File: src/rtl/agc_pkg.sv
// Shared AGC definitions: level word width and default detector sizing.
// Imported by the level detector and the error stage so the widths agree.
package agc_pkg;

    localparam int AGC_LEVEL_W  = 30;
    localparam int AGC_DIN_W    = 16;
    localparam int AGC_LOG2_WIN = 6;

    function automatic int agc_acc_w(input int din_w, input int log2_win);
        return 2 * din_w + log2_win;
    endfunction

endpackage

File: src/rtl/agc_level_detector_if.sv
// Sample-in / level-out bundle between the AGC front end and the detector.
// master drives samples and consumes levels; slave is the detector side.
interface agc_level_detector_if
    import agc_pkg::*;
#(
    parameter int DIN_WIDTH = AGC_DIN_W,
    parameter int OUTWIDTH  = AGC_LEVEL_W
);

    logic signed [DIN_WIDTH-1:0] din;
    logic                        din_valid;
    logic [OUTWIDTH-1:0]         level_out;
    logic                        level_valid;

    modport master (
        output din,
        output din_valid,
        input  level_out,
        input  level_valid
    );

    modport slave (
        input  din,
        input  din_valid,
        output level_out,
        output level_valid
    );

endinterface

File: src/rtl/agc_square.sv
// Registered input and registered square with valid pipeline.
// Isolated so the product maps onto one DSP multiplier.
module agc_square
    import agc_pkg::*;
#(
    parameter int DIN_WIDTH = AGC_DIN_W
) (
    input  logic                        clk,
    input  logic                        rst,
    input  logic signed [DIN_WIDTH-1:0] din,
    input  logic                        din_valid,
    output logic [2*DIN_WIDTH-1:0]      sq,
    output logic                        sq_valid
);

    localparam int PW = 2 * DIN_WIDTH;

    logic signed [DIN_WIDTH-1:0] din_q, din_d;
    logic                        vld_q, vld_d;
    logic [PW-1:0]               sq_q, sq_d;
    logic                        sqv_q, sqv_d;
    logic signed [PW-1:0]        din_x;
    logic signed [PW-1:0]        prod;

    // Full-width signed product so (-2^(N-1))^2 is exact
    always_comb begin
        din_d = din;
        vld_d = din_valid;
        din_x = PW'(din_q);
        prod  = din_x * din_x;
        sq_d  = sq_q;
        sqv_d = vld_q;
        if (vld_q) begin
            sq_d = $unsigned(prod);
        end
    end

    always_ff @(posedge clk) begin
        if (rst) begin
            din_q <= '0;
            vld_q <= 1'b0;
            sq_q  <= '0;
            sqv_q <= 1'b0;
        end else begin
            din_q <= din_d;
            vld_q <= vld_d;
            sq_q  <= sq_d;
            sqv_q <= sqv_d;
        end
    end

    assign sq       = sq_q;
    assign sq_valid = sqv_q;

endmodule

File: src/rtl/agc_level_detector.sv
// Mean-power detector: windowed average of squared samples, one level
// word per 2^LOG2_WIN valid samples, saturated to the positive range.
module agc_level_detector
    import agc_pkg::*;
#(
    parameter int DIN_WIDTH = AGC_DIN_W,
    parameter int LOG2_WIN  = AGC_LOG2_WIN,
    parameter int OUTWIDTH  = AGC_LEVEL_W
) (
    input  logic                 clk,
    input  logic                 rst,
    agc_level_detector_if.slave  bus
);

    localparam int PW    = 2 * DIN_WIDTH;
    localparam int SUM_W = agc_acc_w(DIN_WIDTH, LOG2_WIN);
    localparam int CW    = (SUM_W > OUTWIDTH) ? SUM_W : OUTWIDTH;

    localparam logic [LOG2_WIN-1:0] CNT_MAX = '1;
    localparam logic [OUTWIDTH-1:0] LVL_MAX = {1'b0, {(OUTWIDTH-1){1'b1}}};

    logic [PW-1:0]       sq;
    logic                sq_valid;

    logic [SUM_W-1:0]    acc_q, acc_d;
    logic [LOG2_WIN-1:0] cnt_q, cnt_d;
    logic [SUM_W-1:0]    sum_q, sum_d;
    logic                sumv_q, sumv_d;
    logic [OUTWIDTH-1:0] level_q, level_d;
    logic                lvlv_q, lvlv_d;
    logic [CW-1:0]       mean;

    agc_square #(
        .DIN_WIDTH (DIN_WIDTH)
    ) u_square (
        .clk       (clk),
        .rst       (rst),
        .din       (bus.din),
        .din_valid (bus.din_valid),
        .sq        (sq),
        .sq_valid  (sq_valid)
    );

    // Window end hands acc+sq onward and restarts with no sample dropped
    always_comb begin
        acc_d  = acc_q;
        cnt_d  = cnt_q;
        sum_d  = sum_q;
        sumv_d = 1'b0;
        if (sq_valid) begin
            if (cnt_q == CNT_MAX) begin
                sum_d  = acc_q + SUM_W'(sq);
                sumv_d = 1'b1;
                acc_d  = '0;
                cnt_d  = '0;
            end else begin
                acc_d = acc_q + SUM_W'(sq);
                cnt_d = cnt_q + 1'b1;
            end
        end
    end

    always_comb begin
        mean    = CW'(sum_q >> LOG2_WIN);
        level_d = level_q;
        lvlv_d  = sumv_q;
        if (sumv_q) begin
            if (mean > CW'(LVL_MAX)) begin
                level_d = LVL_MAX;
            end else begin
                level_d = mean[OUTWIDTH-1:0];
            end
        end
    end

    always_ff @(posedge clk) begin
        if (rst) begin
            acc_q   <= '0;
            cnt_q   <= '0;
            sum_q   <= '0;
            sumv_q  <= 1'b0;
            level_q <= '0;
            lvlv_q  <= 1'b0;
        end else begin
            acc_q   <= acc_d;
            cnt_q   <= cnt_d;
            sum_q   <= sum_d;
            sumv_q  <= sumv_d;
            level_q <= level_d;
            lvlv_q  <= lvlv_d;
        end
    end

    assign bus.level_out   = level_q;
    assign bus.level_valid = lvlv_q;

endmodule

File: src/flat_wrapper.sv
// flat-port wrapper written by rule: the top's interface ports become plain ports
module agc_level_detector_flat import agc_pkg::*;
#(
    parameter int DIN_WIDTH = AGC_DIN_W,
    parameter int LOG2_WIN  = AGC_LOG2_WIN,
    parameter int OUTWIDTH  = AGC_LEVEL_W
)
  (clk, rst, bus_din, bus_din_valid, bus_level_out, bus_level_valid);
  agc_level_detector_if #(.DIN_WIDTH(DIN_WIDTH), .OUTWIDTH(OUTWIDTH)) bus_i ();
  input  logic clk;
  input  logic rst;
  input wire logic [$bits(bus_i.din)-1:0] bus_din;
  input wire logic [$bits(bus_i.din_valid)-1:0] bus_din_valid;
  output wire logic [$bits(bus_i.level_out)-1:0] bus_level_out;
  output wire logic [$bits(bus_i.level_valid)-1:0] bus_level_valid;
  assign bus_i.din = bus_din;
  assign bus_i.din_valid = bus_din_valid;
  assign bus_level_out = bus_i.level_out;
  assign bus_level_valid = bus_i.level_valid;
  agc_level_detector #(.DIN_WIDTH(DIN_WIDTH), .LOG2_WIN(LOG2_WIN), .OUTWIDTH(OUTWIDTH)) u_core (.clk(clk), .rst(rst), .bus(bus_i));
endmodule
File: config.mk
export PLATFORM = sky130hd
export DESIGN_NAME = agc_level_detector_flat
export DESIGN_NICKNAME = d
export VERILOG_FILES = /design/src/rtl/agc_pkg.sv /design/src/rtl/agc_level_detector_if.sv /design/src/rtl/agc_square.sv /design/src/rtl/agc_level_detector.sv /design/src/flat_wrapper.sv
export SDC_FILE = /design/constraint.sdc
export NUM_CORES = 1
export LEC_CHECK = 0
export CAP_MARGIN = 40
export CORE_ASPECT_RATIO = 1.25
export CORE_MARGIN = 2
export CORE_UTILIZATION = 50
export DETAILED_ROUTE_END_ITERATION = 10
export GPL_ROUTABILITY_DRIVEN = 0
export PLACE_DENSITY = 0.81
export SETUP_SLACK_MARGIN = 0.1
export SLEW_MARGIN = 20
export SYNTH_ARGS = -nofsm -noshare
export SYNTH_HDL_FRONTEND = slang
export SYNTH_SLANG_ARGS = --single-unit
File: constraint.sdc
create_clock -name clk -period 5.8 [get_ports clk]
set_input_delay 1.16 -clock clk [delete_from_list [all_inputs] [get_ports clk]]
set_output_delay 1.16 -clock clk [all_outputs]
set_load 0.005 [all_outputs]
==> results.yml <==
critical_path:
  critical_path_required_ps: 6100
  reg2reg_depth: 22
  arrival_ps: 6360
  crit_path_start_kind: "flip-flop"
  rrSetupSlack_ps: -260
  crit_type: "reg2reg"
  cp_max_fo: 5
  crit_start: "u_core.u_square.din_q[3]"
  cp-end-kind: "flip-flop"
  r2r_start: "u_core.u_square.din_q[3]"
  cp-endpoint: "u_core.u_square.sq[27]"
  timing.rr.end: "u_core.u_square.sq[27]"
pwr:
  leakage_uw: 0.00930
  p_per_area_mw_per_mm2: 311
  p_total_uw: 6040
  irDropWorstVdd_mv: 0.240
global_route:
  track_usage_pct: 23.7
  grt.overflow.total: 0
  grt_max_degree: 74
  grt_first_pass_wirelength_um: 64000
  grt_pass1_vias: 13706
  antenna_found_initial: 0
synth:
  synth_seq_cells: 157
  synth_nets: 2146
  syn_area_mm2: 0.0159
  yosysSeqAreaShare_pct: 19.8
  async_reset_ff_share_pct: 0
  synth_most_common_cell: "inv_1"
  synthTopCellsByCount: "inv_1, fa_1, nor2_1, dfxtp_1, ha_1"
  synth_enable_flop_cells: 0
  ys.flop_type: "dfxtp_1"
  synth_top_cell_by_area: "fa_1"
  synth_warnings: 0
  syn_inst: 1768
  synth_area_leaders: "fa_1, dfxtp_1, ha_1"
  postSynthAreaPerCell_um2: 8.98
  yosysUniqueCellTypes: 64
  synth_top_area_share_pct: 29.3
run:
  cap_violations: 0
drt:
  num_vias: 13075
  routed_via_density: 5.54
  wl_per_cell_um: 17.7
  ant_nets: 0
  wl_um: 41800
  firstDrtPassIters: 5
  dr.first_iter.drc_count: 844
  drc: 0
timing:
  finalWorstSetupSlack_ps: -255
  fmax_mhz: 165
  rsz0062_at_grt: "yes"
  finalSetupViolations: 9
  relSlewSlack_pct: 51.8
  min_period_ps: 6060
  finalCritPeriodShare_pct: 104
  tightest_slew_ps: 723
  skew_ps: 23.0
  maxSlewViolCount: 0
  hold_violations: 0
worst_hold_path:
  hp-class: "reg2reg"
layout:
  regArea_mm2: 0.00319
  layoutNonFillerInstCount: 2361
  multi_input_area_mm2: 0.0118
  nFillCells: 2280
  syn_to_final_growth_pct: 22.2
  drive_gt1_share_pct: 19.6
  nets: 2319
  antenna_cells: 0
die:
  die_h_um: 203
  design.core.area_mm2: 0.0311
  start_util_pct: 51.1
  ios: 50
  die_w_um: 163
  die_area_mm2: 0.0332
  rows: 72
clocking:
  cts_inserted_buffers: 17
  cts_buffer_depth: 2
  root_buffer: "clkbuf_16"
  cts_tree: "built"
  cts_max_level: 4
  clock_sinks: 157
  clkLatencyLatePin_ps: 450
  clkTransAtPathRegs_ps: 70
placed_design:
  dpl.cell_count: 2278
  hpwl_um: 27800
  numPortBuffers: 49
run_status:
  status: "finished, violations left"
  violations: "negative setup slack"
==> worst min-delay path by stage <==
| stage | startpoint | cells past startpoint | to | slack (ps) |
|---|---|---|---|---|
| 2_1_floorplan | u_core.u_square.sq[28] | 2 | u_core.u_square.sq[28] | 430 |
| 3_3_place_gp | u_core.sum_q[16] | 2 | u_core.sum_q[16] | 440 |
| 3_5_place_dp | u_core.sum_q[9] | 2 | u_core.sum_q[9] | 450 |
| 4_1_cts | u_core.sum_q[9] | 2 | u_core.sum_q[9] | 460 |
| 5_1_grt | u_core.sum_q[9] | 2 | u_core.sum_q[9] | 470 |
| 6_report | u_core.sum_q[28] | 2 | u_core.sum_q[28] | 450 |
==> per-layer routing <==
metal / part of all wire [%] / vias up / global-route usage (%)
met5: 0 / - / 0
met1: 38 / 6422 / 27.5
met4: 5.8 / 0 / 11.3
met2: 51 / 559 / 43.1
li1: - / 5918 / -
met3: 5.1 / 176 / 2.87
==> flip-flops by register name, summed over array words and instances, names as in the netlist, 6 cells and up <==
register / flops
u_core.u_square.sq: 31
u_core.sum_q: 32
u_core.u_square.din_q: 16
u_core.cnt_q: 6
u_core.bus.level_out: 30
u_core.acc_q: 38
==> metrics by stage <==
step	TNS, ps	utilization, %	cell area (µm²)	setup slack, ps	hold WS, ps
final	-1330	62.4	19400	-255	454
after global routing	-3160	62.4	19400	-391	472
after CTS	0	60.8	18900	65.5	458
after detailed placement	-995	56.6	17600	-219	447
after global placement	-84.0	56.4	17500	-75.5	445
after floorplan	0	-	16000	107	429
==> power breakdown <==
part	internal (µW)	leakage, µW	total (µW)	switching, µW
Combinational	1680	0.00773	3650	1970
Clock	652	0.000286	1180	526
Sequential	1150	0.00128	1210	62.6
Total	3480	0.00930	6040	2550
==> cell families (layout without fill, tap and decap cells) <==
family	count (synthesis)	count (layout)	synth area share (%)
adders and majority gates	359	359	39.3
AOI/OAI and AO/OA	258	258	11.5
buffers and inverters	425	611	10.0
xor gates and xnor gates	82	82	4.52
muxes	21	21	1.32
and+or+nand+nor	466	466	13.5
DFF	157	157	19.8
==> cell type report <==
cell class                      count  area share, %
Clock buffer                       18           2.21
Timing Repair Buffer              214           9.65
Tap cell                          407           2.63
Sequential cell                   157           16.5
Multi-Input combinational cell   1186           61.0
Inverter                          365           7.15
Clock inverter                     14          0.884
==> cell usage in the layout (no fill, tap or decap), drive strengths merged, types with 19 or more instances in the layout <==
master and count:
inv 369, fa 232, nor2 170, buf 166, dfxtp 157, ha 127
nand2 120, a21oi 66, xnor2 60, clkdlybuf4s50 48, o21ai 39, nor3 37
and2 34, a21o 31, a22o 29, nor2b 27, xor2 22, mux2i 21
nand3 21, nand2b 19
==> critical path, cell delays in order, from the launching register on <==
cell,delay (ps)
dfxtp_4,400
clkinvlp_4,210
nor2_4,190
fa_2,470
buf_12,150
inv_2,70
fa_2,470
fa_1,620
fa_1,470
fa_1,560
fa_1,520
inv_1,50
ha_2,370
nand3_4,100
buf_6,150
nor3_4,180
a22oi_2,80
o21ai_2,140
o221ai_2,170
buf_4,170
xnor2_2,120
mux2i_1,180
nor2_1,60
==> what timing repair did <==
action	CTS	global route
gates resized for setup	110	100
pin swaps	51	74
buffers inserted	36	19
hold buffers	0	0
setup endpoints to repair	13	19
Power figures use the tool's default switching activity.
